## src/rtl/uart_pkg.sv

```systemverilog
// ============================================================================
// Module   : uart_pkg
// Brief    : Shared defaults and state encodings for the UART line controller.
// Revision : 1.0
// ============================================================================
`default_nettype none

package uart_pkg;

    localparam int         c_depth_default = 16;
    localparam logic [7:0] c_eol_default   = 8'h0D;

    typedef enum logic [0:0] {
        COLLECT = 1'b0,
        READY   = 1'b1
    } line_state_t;

    typedef enum logic [1:0] {
        E_IDLE  = 2'd0,
        E_START = 2'd1,
        E_WAIT  = 2'd2
    } echo_state_t;

endpackage

`default_nettype wire

```

## src/rtl/uart_line_buf.sv

```systemverilog
// ============================================================================
// Module   : uart_line_buf
// Brief    : DEPTH x 8 line storage, one synchronous write, one async read.
// Revision : 1.0
// ============================================================================
`default_nettype none

module uart_line_buf
    import uart_pkg::*;
#(
    parameter int DEPTH = c_depth_default
) (
    input  logic                     clk,
    input  logic                     wr_en,
    input  logic [$clog2(DEPTH)-1:0] wr_addr,
    input  logic [7:0]               wr_data,
    input  logic [$clog2(DEPTH)-1:0] rd_addr,
    output logic [7:0]               rd_data
);

    // Contents are deliberately left unreset; software only reads up to line_len.
    logic [7:0] r_mem [DEPTH];

    always_ff @(posedge clk) begin
        if (wr_en) begin
            r_mem[wr_addr] <= wr_data;
        end
    end

    assign rd_data = r_mem[rd_addr];

endmodule

`default_nettype wire

```

## src/rtl/uart_line_ctrl.sv

```systemverilog
// ============================================================================
// Module   : uart_line_ctrl
// Brief    : Collects received bytes into a line buffer for the CPU; optional
//            byte echo to the transmitter when UART_LINE_ECHO_EN is defined.
// Revision : 1.0
// ============================================================================
`default_nettype none

module uart_line_ctrl
    import uart_pkg::*;
#(
    parameter int         DEPTH    = c_depth_default,
    parameter logic [7:0] EOL_CHAR = c_eol_default
) (
    input  logic                     clk,
    input  logic                     resetn,
    input  logic                     rx_valid,
    input  logic [7:0]               rx_data,
    input  logic                     tx_busy,
    output logic                     tx_start,
    output logic [7:0]               tx_data,
    input  logic [$clog2(DEPTH)-1:0] rd_addr,
    output logic [7:0]               rd_data,
    output logic [$clog2(DEPTH):0]   line_len,
    output logic                     line_ready,
    input  logic                     line_ack,
    output logic                     overflow
);

    localparam int              c_aw   = $clog2(DEPTH);
    localparam int              c_lw   = c_aw + 1;
    localparam logic [c_lw-1:0] c_full = c_lw'(DEPTH);

    line_state_t     r_state, w_state_nxt;
    logic [c_lw-1:0] r_len, w_len_nxt;
    logic            r_ovf, w_ovf_nxt;
    logic            w_wr_en;
    logic [c_aw-1:0] w_wr_addr;
    logic            w_accept;
    logic            w_is_eol;

    assign w_is_eol = (rx_data == EOL_CHAR);

    always_ff @(posedge clk or negedge resetn) begin
        if (!resetn) begin
            r_state <= COLLECT;
            r_len   <= '0;
            r_ovf   <= 1'b0;
        end else begin
            r_state <= w_state_nxt;
            r_len   <= w_len_nxt;
            r_ovf   <= w_ovf_nxt;
        end
    end

    // w_accept marks a byte taken into the line (stored or terminator); only those are echoed.
    always_comb begin
        w_state_nxt = r_state;
        w_len_nxt   = r_len;
        w_ovf_nxt   = r_ovf;
        w_wr_en     = 1'b0;
        w_wr_addr   = r_len[c_aw-1:0];
        w_accept    = 1'b0;
        case (r_state)
            COLLECT: begin
                if (rx_valid) begin
                    if (w_is_eol) begin
                        w_state_nxt = READY;
                        w_accept    = 1'b1;
                    end else if (r_len < c_full) begin
                        w_wr_en   = 1'b1;
                        w_len_nxt = r_len + 1'b1;
                        w_accept  = 1'b1;
                    end else begin
                        w_ovf_nxt = 1'b1;
                    end
                end
            end
            READY: begin
                if (line_ack) begin
                    w_state_nxt = COLLECT;
                    w_len_nxt   = '0;
                    w_ovf_nxt   = 1'b0;
                    if (rx_valid) begin
                        w_accept = 1'b1;
                        if (w_is_eol) begin
                            w_state_nxt = READY;
                        end else begin
                            w_wr_en   = 1'b1;
                            w_wr_addr = '0;
                            w_len_nxt = c_lw'(1);
                        end
                    end
                end else if (rx_valid) begin
                    w_ovf_nxt = 1'b1;
                end
            end
            default: w_state_nxt = COLLECT;
        endcase
    end

    uart_line_buf #(
        .DEPTH   (DEPTH)
    ) u_line_buf (
        .clk     (clk),
        .wr_en   (w_wr_en),
        .wr_addr (w_wr_addr),
        .wr_data (rx_data),
        .rd_addr (rd_addr),
        .rd_data (rd_data)
    );

    assign line_len   = r_len;
    assign line_ready = (r_state == READY);
    assign overflow   = r_ovf;

`ifdef UART_LINE_ECHO_EN
    echo_state_t r_echo, w_echo_nxt;
    logic [7:0]  r_echo_data, w_echo_data_nxt;
    logic        r_slot_vld, w_slot_vld_nxt;
    logic [7:0]  r_slot_data, w_slot_data_nxt;
    logic        r_busy_seen, w_busy_seen_nxt;
    logic        r_wait_cnt, w_wait_cnt_nxt;
    logic        w_tx_start;

    always_ff @(posedge clk or negedge resetn) begin
        if (!resetn) begin
            r_echo      <= E_IDLE;
            r_echo_data <= 8'h00;
            r_slot_vld  <= 1'b0;
            r_slot_data <= 8'h00;
            r_busy_seen <= 1'b0;
            r_wait_cnt  <= 1'b0;
        end else begin
            r_echo      <= w_echo_nxt;
            r_echo_data <= w_echo_data_nxt;
            r_slot_vld  <= w_slot_vld_nxt;
            r_slot_data <= w_slot_data_nxt;
            r_busy_seen <= w_busy_seen_nxt;
            r_wait_cnt  <= w_wait_cnt_nxt;
        end
    end

    // Once tx_start has fired, tx_data is frozen; later bytes go to the one-deep slot.
    always_comb begin
        w_echo_nxt      = r_echo;
        w_echo_data_nxt = r_echo_data;
        w_slot_vld_nxt  = r_slot_vld;
        w_slot_data_nxt = r_slot_data;
        w_busy_seen_nxt = r_busy_seen;
        w_wait_cnt_nxt  = r_wait_cnt;
        w_tx_start      = 1'b0;
        case (r_echo)
            E_IDLE: begin
                if (w_accept) begin
                    w_echo_data_nxt = rx_data;
                    w_echo_nxt      = E_START;
                end
            end
            E_START: begin
                if (!tx_busy) begin
                    w_tx_start      = 1'b1;
                    w_echo_nxt      = E_WAIT;
                    w_busy_seen_nxt = 1'b0;
                    w_wait_cnt_nxt  = 1'b0;
                    if (w_accept) begin
                        w_slot_vld_nxt  = 1'b1;
                        w_slot_data_nxt = rx_data;
                    end
                end else if (w_accept) begin
                    w_echo_data_nxt = rx_data;
                end
            end
            E_WAIT: begin
                if (w_accept) begin
                    w_slot_vld_nxt  = 1'b1;
                    w_slot_data_nxt = rx_data;
                end
                w_busy_seen_nxt = r_busy_seen | tx_busy;
                w_wait_cnt_nxt  = 1'b1;
                // Leave on busy falling, or on the second cycle if busy never rose.
                if (!tx_busy && (r_busy_seen || r_wait_cnt)) begin
                    if (w_slot_vld_nxt) begin
                        w_echo_data_nxt = w_slot_data_nxt;
                        w_slot_vld_nxt  = 1'b0;
                        w_echo_nxt      = E_START;
                    end else begin
                        w_echo_nxt = E_IDLE;
                    end
                end
            end
            default: w_echo_nxt = E_IDLE;
        endcase
    end

    assign tx_start = w_tx_start;
    assign tx_data  = r_echo_data;
`else
    logic w_unused;

    assign w_unused = &{1'b0, tx_busy, w_accept};
    assign tx_start = 1'b0;
    assign tx_data  = 8'h00;
`endif

endmodule

`default_nettype wire

```

## config.mk

```make
export PLATFORM = sky130hd
export DESIGN_NAME = uart_line_ctrl
export DESIGN_NICKNAME = d
export VERILOG_FILES = /design/src/rtl/uart_pkg.sv /design/src/rtl/uart_line_buf.sv /design/src/rtl/uart_line_ctrl.sv
export SDC_FILE = /design/constraint.sdc
export NUM_CORES = 1
export LEC_CHECK = 0
export BUFFER_PORTS_ARGS = -buffer_cell sky130_fd_sc_hd__buf_2
export CAP_MARGIN = 20
export CORE_MARGIN = 3
export CORE_UTILIZATION = 40
export CTS_CLUSTER_DIAMETER = 60
export DETAILED_ROUTE_END_ITERATION = 6
export PLACE_DENSITY = 0.63
export SKIP_CTS_REPAIR_TIMING = 1
export SYNTH_ARGS = -nofsm -noshare
export SYNTH_HDL_FRONTEND = slang
export SYNTH_SLANG_ARGS = --single-unit
```

## constraint.sdc

```tcl
create_clock -name clk -period 3 [get_ports clk]
set_input_delay 0.6 -clock clk [delete_from_list [all_inputs] [get_ports clk]]
set_output_delay 0.6 -clock clk [all_outputs]
set_load 0.01 [all_outputs]
```

### Word level (Yosys, flattened, before mapping)

Memory sizes are Yosys's and may differ from the RTL's.
Cells that the tools add are included.

* register bits: 7
* RAM bits: 128
* bits of input ports: 17
* output and inout bits: 24
* logic and storage cells: 46
* memories: 1

Memories
* u_line_buf.r_mem: words 16, width 8, read ports 1, clocked after memory_dff 0, wr ports 1, RTL line uart_line_buf.sv:22 `logic [7:0] r_mem [DEPTH];`

* add/sub/neg operators: 1
* order comparisons: 1
* equal/unequal tests: 7
* multiplexer cells: 30
* bitwise operators: 1
* reductions and logical operators: 2

Operators by type and width (count)
* two-way mux 5 bit: 4
* two-way mux 1 bit: 18
* two-way mux 4 bit: 4
* inequality test 2 bit (second input constant): 5
* case mux 5 bit (2 select lines): 1
* == test 8 x 4 -> 1 bit (second input constant): 1
* AND reduction 4 bit: 2
* case mux 1 bit (2 select lines): 3
* adder 5 x 1 -> 5 bit (second input constant): 1
* < comparator 5 bit (second input constant): 1
* inequality test 3 bit (second input constant): 1
* NOT 1 bit: 1

### Depth between registers and ports, before layout

* word-level depth: 7
* depth in mapped cells: 5
* mapped depth without buffers: 4

### By module

A second synthesis with hierarchy kept.

* cells, all modules: 280
* area, all modules: 5486.5 µm²

Modules (own cells, without submodules)
* uart_line_buf: instances 1, cells an instance 221, area an instance 4987.3 µm², sequential area each 3843.7 µm²
* uart_line_ctrl: instances 1, cells an instance 59, area an instance 499.2 µm², sequential area each 175.2 µm²

### Worst setup path before layout

Ideal clock, no wire load.

* kind: input to output
* from: in rd_addr[0]
* to: out rd_data[0]
* arrival: 1.842 ns
* data required time: 2.400 ns
* setup slack: 0.558 ns
* cell stages on the path: 5
* path buffers: 2
* path through: buf_2 buf_2 mux4_2 a22oi_1 nand2_1

* word-level cells in the longest chain between the ends: 1

Ends and longest elaborated chain
* start, declared: RTL line uart_line_ctrl.sv:22 `input logic [$clog2(DEPTH)-1:0] rd_addr,`
* memory read (16 x 8 bit)
* end, declared: RTL line uart_line_ctrl.sv:23 `output logic [7:0] rd_data,`

No other way between the ends.

### Worst setup path in the final report

* from: in rd_addr[0]
* to: out rd_data[6]

The elaborated chain is that of the path after synthesis.

==> flow_metrics.tcl <==
set metrics [dict create \
    area_delta_synth_final_pct 17.3 \
    grt_pass1_wl_um 16600 \
    grt_start_max_net_pins 33 \
    pre_cts_slack_ns 0.201 \
    syn_area_mm2 0.00548 \
    crit_start "rd_addr[0]" \
    synth_area_per_cell_um2 19.6 \
    ys_ff_latch 135 \
    relSlewSlack_pct 34.3 \
    r2r_setup_slack_ns 0.67 \
    seq_area_frac_synth_pct 73.4 \
    drc_errors 0 \
    peakVddDrop_v 0.000432 \
    synth-async-reset-ratio_pct 5.19 \
    clk_pin_slew_ns 0.05 \
    grt_usage_pct 15.5 \
    drive_above_1_share_pct 32.4 \
    dpl_cell_area_mm2 0.00582 \
    dieArea_mm2 0.0151 \
    numCtsBuffers 17 \
    gp_congestion 0.759 \
    r2r-start "line_ready$_DFF_PN0_" \
    wl_per_cell_um 20.7 \
    clock_sinks 135 \
    critPathMaxFanout 32 \
    hp-class "input port to asynchronous set/reset pin" \
    post-route-period-util_pct 88.6 \
    ys.warnings.count 0 \
    powerDensity_mw_per_mm2 779 \
    h-tree-depth 4 \
    synth_cell_type_count 38 \
    fin_nets 346 \
    fill_cells 1101 \
    first_pass_iters 4 \
    syn_inst 280 \
    num_rows 42 \
    clock_latency_ns 0.41 \
    setup_violations 0 \
    die_h_um 123 \
    reg2regPathDepth 3 \
    cts_tree "done" \
    grt_pass1_vias 2827 \
    fmax_mhz 376 \
    fin_worst_skew_ns 0.0116 \
    coreArea_mm2 0.0133 \
    io_buffers 30 \
    place_hpwl_um 6570 \
    antenna_found_initial 0 \
    setup_tns_ns 0 \
    crit_arrival_ns 2.06 \
    synth-edff-count 128 \
    worst_slew_pin_slew_ns 0.982 \
    final_common_cell "edfxtp_1" \
    p_leak_nw 2.17 \
    die_w_um 123 \
    final_area_mm2 0.00642 \
    antenna_left 0 \
    rsz0062_at_grt "false" \
    critPathCapture "rd_data[6]" \
    r2r_end "u_line_buf.r_mem[1][7]$_DFFE_PP_" \
    timing.final.hold_violations 0 \
    start_util_pct 41.2 \
    drtIter0Drc 222 \
    path_class "input port to output pin" \
    clockRootBuffer "clkbuf_16" \
    io_pins 41 \
    critPathLaunchType "input port" \
    layout_common_cells "edfxtp_1, mux4_2, buf_2" \
    crit_required_ns 2.40 \
    gr-total-overflow 0 \
    period_minus_slack_ns 2.66 \
    synth_flop_cell "edfxtp_1" \
    wl_um 10700 \
    vias_per_cell 5.28 \
    end_kind "output pin" \
    cts_max_path_buffers 2 \
    vias 2721 \
    diodes 0 \
    maxCapViolCount 0 \
    layout_setup_ws_ns 0.341 \
    status "complete, no violations" \
    drv_slew 0 \
]
## state kept, by name (all words and copies together) (netlist names)
signal and count:
u_line_buf.r_mem 128, overflow 1, line_ready 1, line_len 5
## worst max-delay path, cell delays in order
cell,delay [ns]
buf_2,0.10
buf_12,0.26
mux4_2,0.55
a22oi_1,0.22
nand2_1,0.13
buf_2,0.16
## logic make-up (layout without fill, tap and decap cells)
group | after synthesis | after routing | share of synthesized area (%)
flip-flops | 135 | 135 | 73.4
AND/OR/NAND/NOR | 49 | 49 | 4.43
AO/OA/AOI/OAI | 35 | 35 | 4.55
multiplexers | 34 | 34 | 13.5
buffers and inverters | 25 | 76 | 3.79
adder cells (fa/ha/maj) | 1 | 1 | 0.228
other | 1 | 9 | 0.0685
## metrics by stage
stage          power, W  util, %  instances  hold slack (ns)
2_1_floorplan   0.00275        -        288            0.304
3_3_place_gp    0.00290     43.8        485            0.440
3_5_place_dp    0.00291     43.8        485            0.443
4_1_cts         0.00505     48.3        515          0.00704
5_1_grt         0.00520     48.3        515          0.00817
6_report        0.00501     48.3        515           0.0212
## report_power, final
part           total [W]  switching [W]  internal, W
Combinational   0.000553       0.000328     0.000226
Clock            0.00214       0.000754      0.00138
Sequential       0.00232       0.000109      0.00221
Total            0.00501        0.00119      0.00382
## worst min path at each step
stage	startpoint	end	slack (ns)	cells past startpoint
after global routing	resetn	line_len[4]$_DFFE_PN0P_	0.008	1
after global placement	resetn	line_len[2]$_DFFE_PN0P_	0.44	1
after floorplan	resetn	line_len[0]$_DFFE_PN0P_	0.30	0
after CTS	resetn	line_ready$_DFF_PN0_	0.007	1
after detailed placement	resetn	line_len[0]$_DFFE_PN0P_	0.44	1
final	resetn	line_len[4]$_DFFE_PN0P_	0.02	1
## metal layers
metal  share of wire [%]  vias up  routed length [µm]  track usage (%)
li1                    -     1220                   -                -
met2                  49       65                5270             24.4
met1                  45     1425                4810             20.8
met3                 4.5       11                 483             4.99
met5                   0        -                   0                0
met4                 1.1        0                 113             4.84
## area by class of cell
type                    instances  area [µm²]  share of cell area [%]
flip-flops and latches        135        4020                    62.6
multi-input cells             128        1290                    20.1
repair buffers                 44         280                    4.36
inverters                       2        7.51                   0.117
clock buffers                  18         429                    6.68
well taps                     176         220                    3.43
clock inverters                12         178                    2.77
## Yosys cell counts, types with 2 or more instances
library cell	n	area [µm²]
nor4_1	2	12.5
buf_4	9	67.6
edfxtp_1	128	3840
a22oi_1	16	120
mux2i_1	2	20.0
buf_1	2	7.51
o21ai_0	6	30.0
clkbuf_1	4	15.0
nor2b_1	4	25.0
nand2_1	14	52.6
a21oi_1	4	20.0
nand2b_1	2	12.5
dfrtp_1	7	175
mux4_2	32	721
buf_2	4	20.0
bufbuf_16	2	65.1
nand4b_1	2	17.5
nor2_1	16	60.1
o21a_1	3	22.5
nand3_1	2	10.0
inv_1	2	7.51
(Power assumes the default switching activity.)
